`config.mk`:
```
export PLATFORM = sky130hd
export DESIGN_NAME = hack_alu_pipe
export DESIGN_NICKNAME = d
export VERILOG_FILES = /design/src/rtl/hack_alu_pipe.sv
export SDC_FILE = /design/constraint.sdc
export NUM_CORES = 1
export LEC_CHECK = 0
export BUFFER_PORTS_ARGS = -buffer_cell sky130_fd_sc_hd__buf_4
export CORE_MARGIN = 4
export CORE_UTILIZATION = 35
export DETAILED_ROUTE_END_ITERATION = 12
export MAX_ROUTING_LAYER = met4
export SYNTH_ARGS = -nofsm -noshare
export SYNTH_HDL_FRONTEND = slang
export SYNTH_SLANG_ARGS = --single-unit
```
`constraint.sdc`:
```
create_clock -name clk -period 2.95 [get_ports clk]
set_input_delay 0.59 -clock clk [delete_from_list [all_inputs] [get_ports clk]]
set_output_delay 0.59 -clock clk [all_outputs]
set_load 0.02 [all_outputs]
```
`src/rtl/hack_alu_pipe.sv`:
```
// Two-stage pipelined Hack ALU with valid/ready handshakes on both sides.
// S1 holds the preprocessed operands; S2 holds the result and its flags.
module hack_alu_pipe #(
   parameter int unsigned N = 16
) (
   input  logic         clk,
   input  logic         rst,
   input  logic         in_valid,
   output logic         in_ready,
   input  logic [N-1:0] x,
   input  logic [N-1:0] y,
   input  logic         zx,
   input  logic         nx,
   input  logic         zy,
   input  logic         ny,
   input  logic         f,
   input  logic         no,
   output logic         out_valid,
   input  logic         out_ready,
   output logic [N-1:0] out,
   output logic         zr,
   output logic         ng,
   output logic         cy,
   output logic         ov
);

   logic         s1_valid_q;
   logic [N-1:0] px_q, py_q;
   logic         f_q, no_q;

   logic         out_valid_q;
   logic [N-1:0] out_q;
   logic         zr_q, ng_q, cy_q, ov_q;

   logic         s2_load;
   logic         in_xfer;
   logic [N-1:0] px_d, py_d;
   logic [N:0]   sum;
   logic [N-1:0] r;
   logic [N-1:0] res_d;
   logic         zr_d, ng_d, cy_d, ov_d;

   // in_ready depends only on state and out_ready, never on in_valid.
   assign s2_load  = s1_valid_q && (!out_valid_q || out_ready);
   assign in_ready = !s1_valid_q || s2_load;
   assign in_xfer  = in_valid && in_ready;

   always_comb begin
      px_d = zx ? '0 : x;
      if (nx) px_d = ~px_d;
      py_d = zy ? '0 : y;
      if (ny) py_d = ~py_d;
   end

   assign sum = {1'b0, px_q} + {1'b0, py_q};

   always_comb begin
      r     = f_q ? sum[N-1:0] : (px_q & py_q);
      res_d = no_q ? ~r : r;
      cy_d  = f_q & sum[N];
      ov_d  = f_q & (px_q[N-1] == py_q[N-1]) & (r[N-1] != px_q[N-1]);
      zr_d  = (res_d == '0);
      ng_d  = res_d[N-1];
   end

   always_ff @(posedge clk) begin
      if (rst) begin
         s1_valid_q  <= 1'b0;
         px_q        <= '0;
         py_q        <= '0;
         f_q         <= 1'b0;
         no_q        <= 1'b0;
         out_valid_q <= 1'b0;
         out_q       <= '0;
         zr_q        <= 1'b1;
         ng_q        <= 1'b0;
         cy_q        <= 1'b0;
         ov_q        <= 1'b0;
      end else begin
         if (in_xfer) begin
            s1_valid_q <= 1'b1;
            px_q       <= px_d;
            py_q       <= py_d;
            f_q        <= f;
            no_q       <= no;
         end else if (s2_load) begin
            s1_valid_q <= 1'b0;
         end

         if (s2_load) begin
            out_valid_q <= 1'b1;
            out_q       <= res_d;
            zr_q        <= zr_d;
            ng_q        <= ng_d;
            cy_q        <= cy_d;
            ov_q        <= ov_d;
         end else if (out_ready) begin
            out_valid_q <= 1'b0;
         end
      end
   end

   assign out_valid = out_valid_q;
   assign out       = out_q;
   assign zr        = zr_q;
   assign ng        = ng_q;
   assign cy        = cy_q;
   assign ov        = ov_q;

endmodule

```
# Word level (Yosys, flattened, before mapping)
# Index checks and enable logic that the tools add are counted.
# classes
n_bitwise	7
reduce_logical	9
eq_ne	2
addsub	1
mux	10
# op_table
operator	count
two-way mux 16 bit	6
NOT 16 bit	3
adder 16 x 16 -> 17 bit	1
AND 16 bit	1
logical NOT 16 bit	1
two-way mux 1 bit	4
nonzero test 2 bit	2
AND 1 bit	3
logical AND 1 bit	2
logical NOT 1 bit	2
logical OR 1 bit	2
== test 1 bit	1
!= test 1 bit	1
# word_totals
inputBits	42
register_bits	56
out_inout_bits	22
word_cells	40

# Depth between registers and ports, before layout
# logic_depth
word_depth	6
ltp_mapped	11
mapped_depth_nobuf	11

# Least setup slack after synthesis
# Ideal clock, no wire load.
# synth_path
kind	reg-to-reg
start	reg px_q[0]
end	reg zr_q (netlist: zr)
slack_ns	0.191
n_path_buf	0
arrival_time_ns	2.663
stages_incl_launch_ff	11
required_time_ns	2.854
period_less_slack_ns	2.759
setup_ns	0.096
cell_sequence	dfxtp_1 -> ha_1 -> fa_1 -> a211oi_2 -> o21ai_2 -> a21oi_2 -> nor2_1 -> xnor2_1 -> mux2_2 -> o41a_1 -> o41ai_2
# synth_between
elab_chain_len	5
word_cells_on_any_way	6
cone_classes	1 x add/sub; 2 x mux; 2 x bitwise; 1 x reduce/logical
# synth_lines
element	line	text
from (decl)	28	logic [N-1:0] px_q, py_q;
from (signal assigned)	82	px_q <= px_d;
adder 16 x 16 -> 17 bit / AND 16 bit (equally long branches)	55, 58	
two-way mux 16 bit *	58	r = f_q ? sum[N-1:0] : (px_q & py_q);
NOT 16 bit	59	res_d = no_q ? ~r : r;
two-way mux 16 bit *	59	
logical NOT 16 bit *	62	zr_d = (res_d == '0);
to (signal assigned)	93	zr_q <= zr_d;
to (decl)	33	logic zr_q, ng_q, cy_q, ov_q;
# Mark *: on every way between the ends. The rest lies on a longest branch, timed or not.
# A chain may end at the register's enable or synchronous reset.

# Worst setup path after layout
# Ends and elaborated chain as after synthesis.

==> results.json <==
{
  "drt_iter0_markers": 61,
  "crit_type": "reg -> reg",
  "antenna_found_initial": 0,
  "grt_pass1_wl_microns": 11900,
  "die_w_microns": 109,
  "numCtsBuffers": 5,
  "viasPerCell": 4.73,
  "syn_to_final_growth_pct": 20.0,
  "port_buffers": 63,
  "synthTopCellsByArea": "dfxtp_1, xnor2_1, a211oi_1",
  "final_util": 0.434,
  "cts.path.max_buffers": 2,
  "yosys_warnings": 0,
  "drive_gt1_frac": 0.213,
  "wl_per_cell_microns": 12.0,
  "num-nets-final": 533,
  "synth-adder-area-share": 0.0620,
  "gp_congestion": 0.791,
  "antennaDiodeCount": 0,
  "max_slew_margin": 0.302,
  "irDropWorstVdd_mv": 0.205,
  "htreeDepth": 2,
  "routed_wl_microns": 7320,
  "syn-num-nets": 483,
  "final_cell_mix": "buf_4, nor2_1, dfxtp_1",
  "worst_pin_slew_ns": 1.05,
  "post-route-period-util": 0.957,
  "timing.setup.tns_ns": 0,
  "clock_latency_ns": 0.31,
  "muxShareOfSynthArea": 0.0366,
  "cap_viol_max_count": 0,
  "hold_viol": 0,
  "die_y_microns": 109,
  "dp_hpwl_microns": 5760,
  "synth_top_area_share": 0.310,
  "arrival_ns": 3.03,
  "clk_pin_slew_ns": 0.10,
  "netlist_instances": 424,
  "synth_compound_area_frac": 0.203,
  "path_max_fanout": 4,
  "hp-class": "reg -> reg",
  "synth_ff_type": "dfxtp_1",
  "start_util": 0.362,
  "final_common_cell": "buf_4",
  "async_reset_ff_frac": 0,
  "syn_area_sq_mm": 0.00355,
  "min_period_ns": 2.82,
  "root_buffer": "clkbuf_8",
  "clock-skew-final_ns": 0.0164,
  "finalSetupViolCount": 0,
  "ys_ff_latch": 55,
  "grt_use_total": 0.125,
  "ant_nets": 0,
  "final_max_slew_viol_count": 0,
  "boundaryPins": 64,
  "numClockSinks": 55,
  "synth_edf_count": 0,
  "startpoint_type": "flip-flop",
  "power_density_mw_per_mm2": 441,
  "grt_max_degree": 64,
  "p_leak_nw": 1.69,
  "synth_top_family_by_area": "simple AND/OR/NAND/NOR gates",
  "fmax_mhz": 354,
  "rrSetupSlack_ns": 0.13,
  "synth_top_cell_by_area": "dfxtp_1",
  "vias": 2877,
  "core_sq_mm": 0.00982,
  "total_power_mw": 1.88,
  "drcViolationCount": 0,
  "synth_cell_types": 52,
  "cts_hold_buf": 0,
  "grt_pass1_vias": 2581,
  "synth-xor-area-share": 0.141,
  "seq_area_frac_synth": 0.310,
  "cts_tree": "built",
  "required_ns": 3.16,
  "synthSimpleGateAreaFrac": 0.209,
  "drt_pass1_iterations": 4,
  "dieArea_sq_mm": 0.0118,
  "synth_area_per_cell_sq_um": 8.37,
  "row_count": 36,
  "status": "completed",
  "gr-total-overflow": 0,
  "crit_path_end_kind": "flip-flop"
}
-- cell type report --
type | instances | area, sq um
multi-input combinational | 336 | 2320
tap | 133 | 166
sequential | 55 | 1100
timing repair buffer | 72 | 541
inverter | 4 | 15.0
clock buffer | 6 | 82.6
fill | 1055 | 5560
clock inverter | 2 | 38.8
-- logic make-up (layout without fill, tap and decap cells) --
kind of cell             Yosys count  count (layout)
flip-flops                        55              55
XOR/XNOR                          57              57
multiplexers                      12              12
AND/OR/NAND/NOR                  150             150
AO/OA/AOI/OAI                    100             100
adder cells (fa/ha/maj)           17              17
buffers and inverters             33              84
-- synthesized netlist by cell type (2+ instances only) --
library cell  instances
dfxtp_1              55
nor2_1               62
nor2b_1              36
o21ai_0               3
clkbuf_1             23
o211ai_1              2
ha_1                 16
o21bai_1              2
buf_1                 2
inv_1                 4
xor2_1               12
nand3b_1              3
a21oi_2               3
or3_1                 2
o21ai_1               6
nand2b_1              3
xnor2_1              45
a21oi_1              31
nor3b_1               2
nor3_1                7
mux2i_1               9
nand4_1               2
a21o_1                4
o211ai_2              2
and3b_1               2
buf_2                 2
a211oi_1             35
nand2_1              23
a211oi_2              3
-- where the power goes --
part	total (mW)	switching, mW	leakage [nW]	internal, mW
clock network	0.528	0.248	0.0618	0.279
registers	0.831	0.0368	0.454	0.794
logic	0.522	0.272	1.18	0.250
-- flip-flops by register name, summed over array words and instances, names as in the netlist --
register	cells
zr	1
out	16
out_valid	1
no_q	1
px_q	16
cy	1
ov	1
py_q	16
f_q	1
s1_valid_q	1
-- final timing paths --
kind,start,to,cells after the start
worst min register to register,out[12],out[12],2
worst max register to register,px_q[0],zr,10
worst max-delay path,px_q[0],zr,10
worst min-delay path,out[12],out[12],2
-- worst max-delay path: stages, from the launching register on --
cell and delay, ns:
dfxtp_1 0.33, ha_2 0.21, fa_2 0.35, a211oi_2 0.29, o21ai_2 0.11, a21oi_2 0.18, nor2_1 0.08, xnor2_1 0.12
mux2_2 0.30, o41a_1 0.44, o41ai_2 0.30
-- through the flow --
stage	setup slack (ns)	cells	instance area, sq um	hold slack (ns)
final	0.126	608	4260	0.453
after global routing	-0.00604	608	4260	0.492
after CTS	0.00878	607	4250	0.459
after detailed placement	0.0553	599	4130	0.446
after global placement	0.107	599	4130	0.439
after floorplan	0.191	424	3550	0.482
-- what timing repair did --
action	CTS	global route
gates resized for setup	0	2
setup buffers	0	1
endpoints found under the setup margin	0	1
-- routing by layer --
metal,vias up,GRT usage,part of all wire
li1,1565,-,-
met1,1236,0.181,0.54
met2,68,0.180,0.40
met3,8,0.0213,0.048
met4,0,0.0298,0.0093
met5,-,-,0
Note: power is estimated with default switching activity, not from simulation.
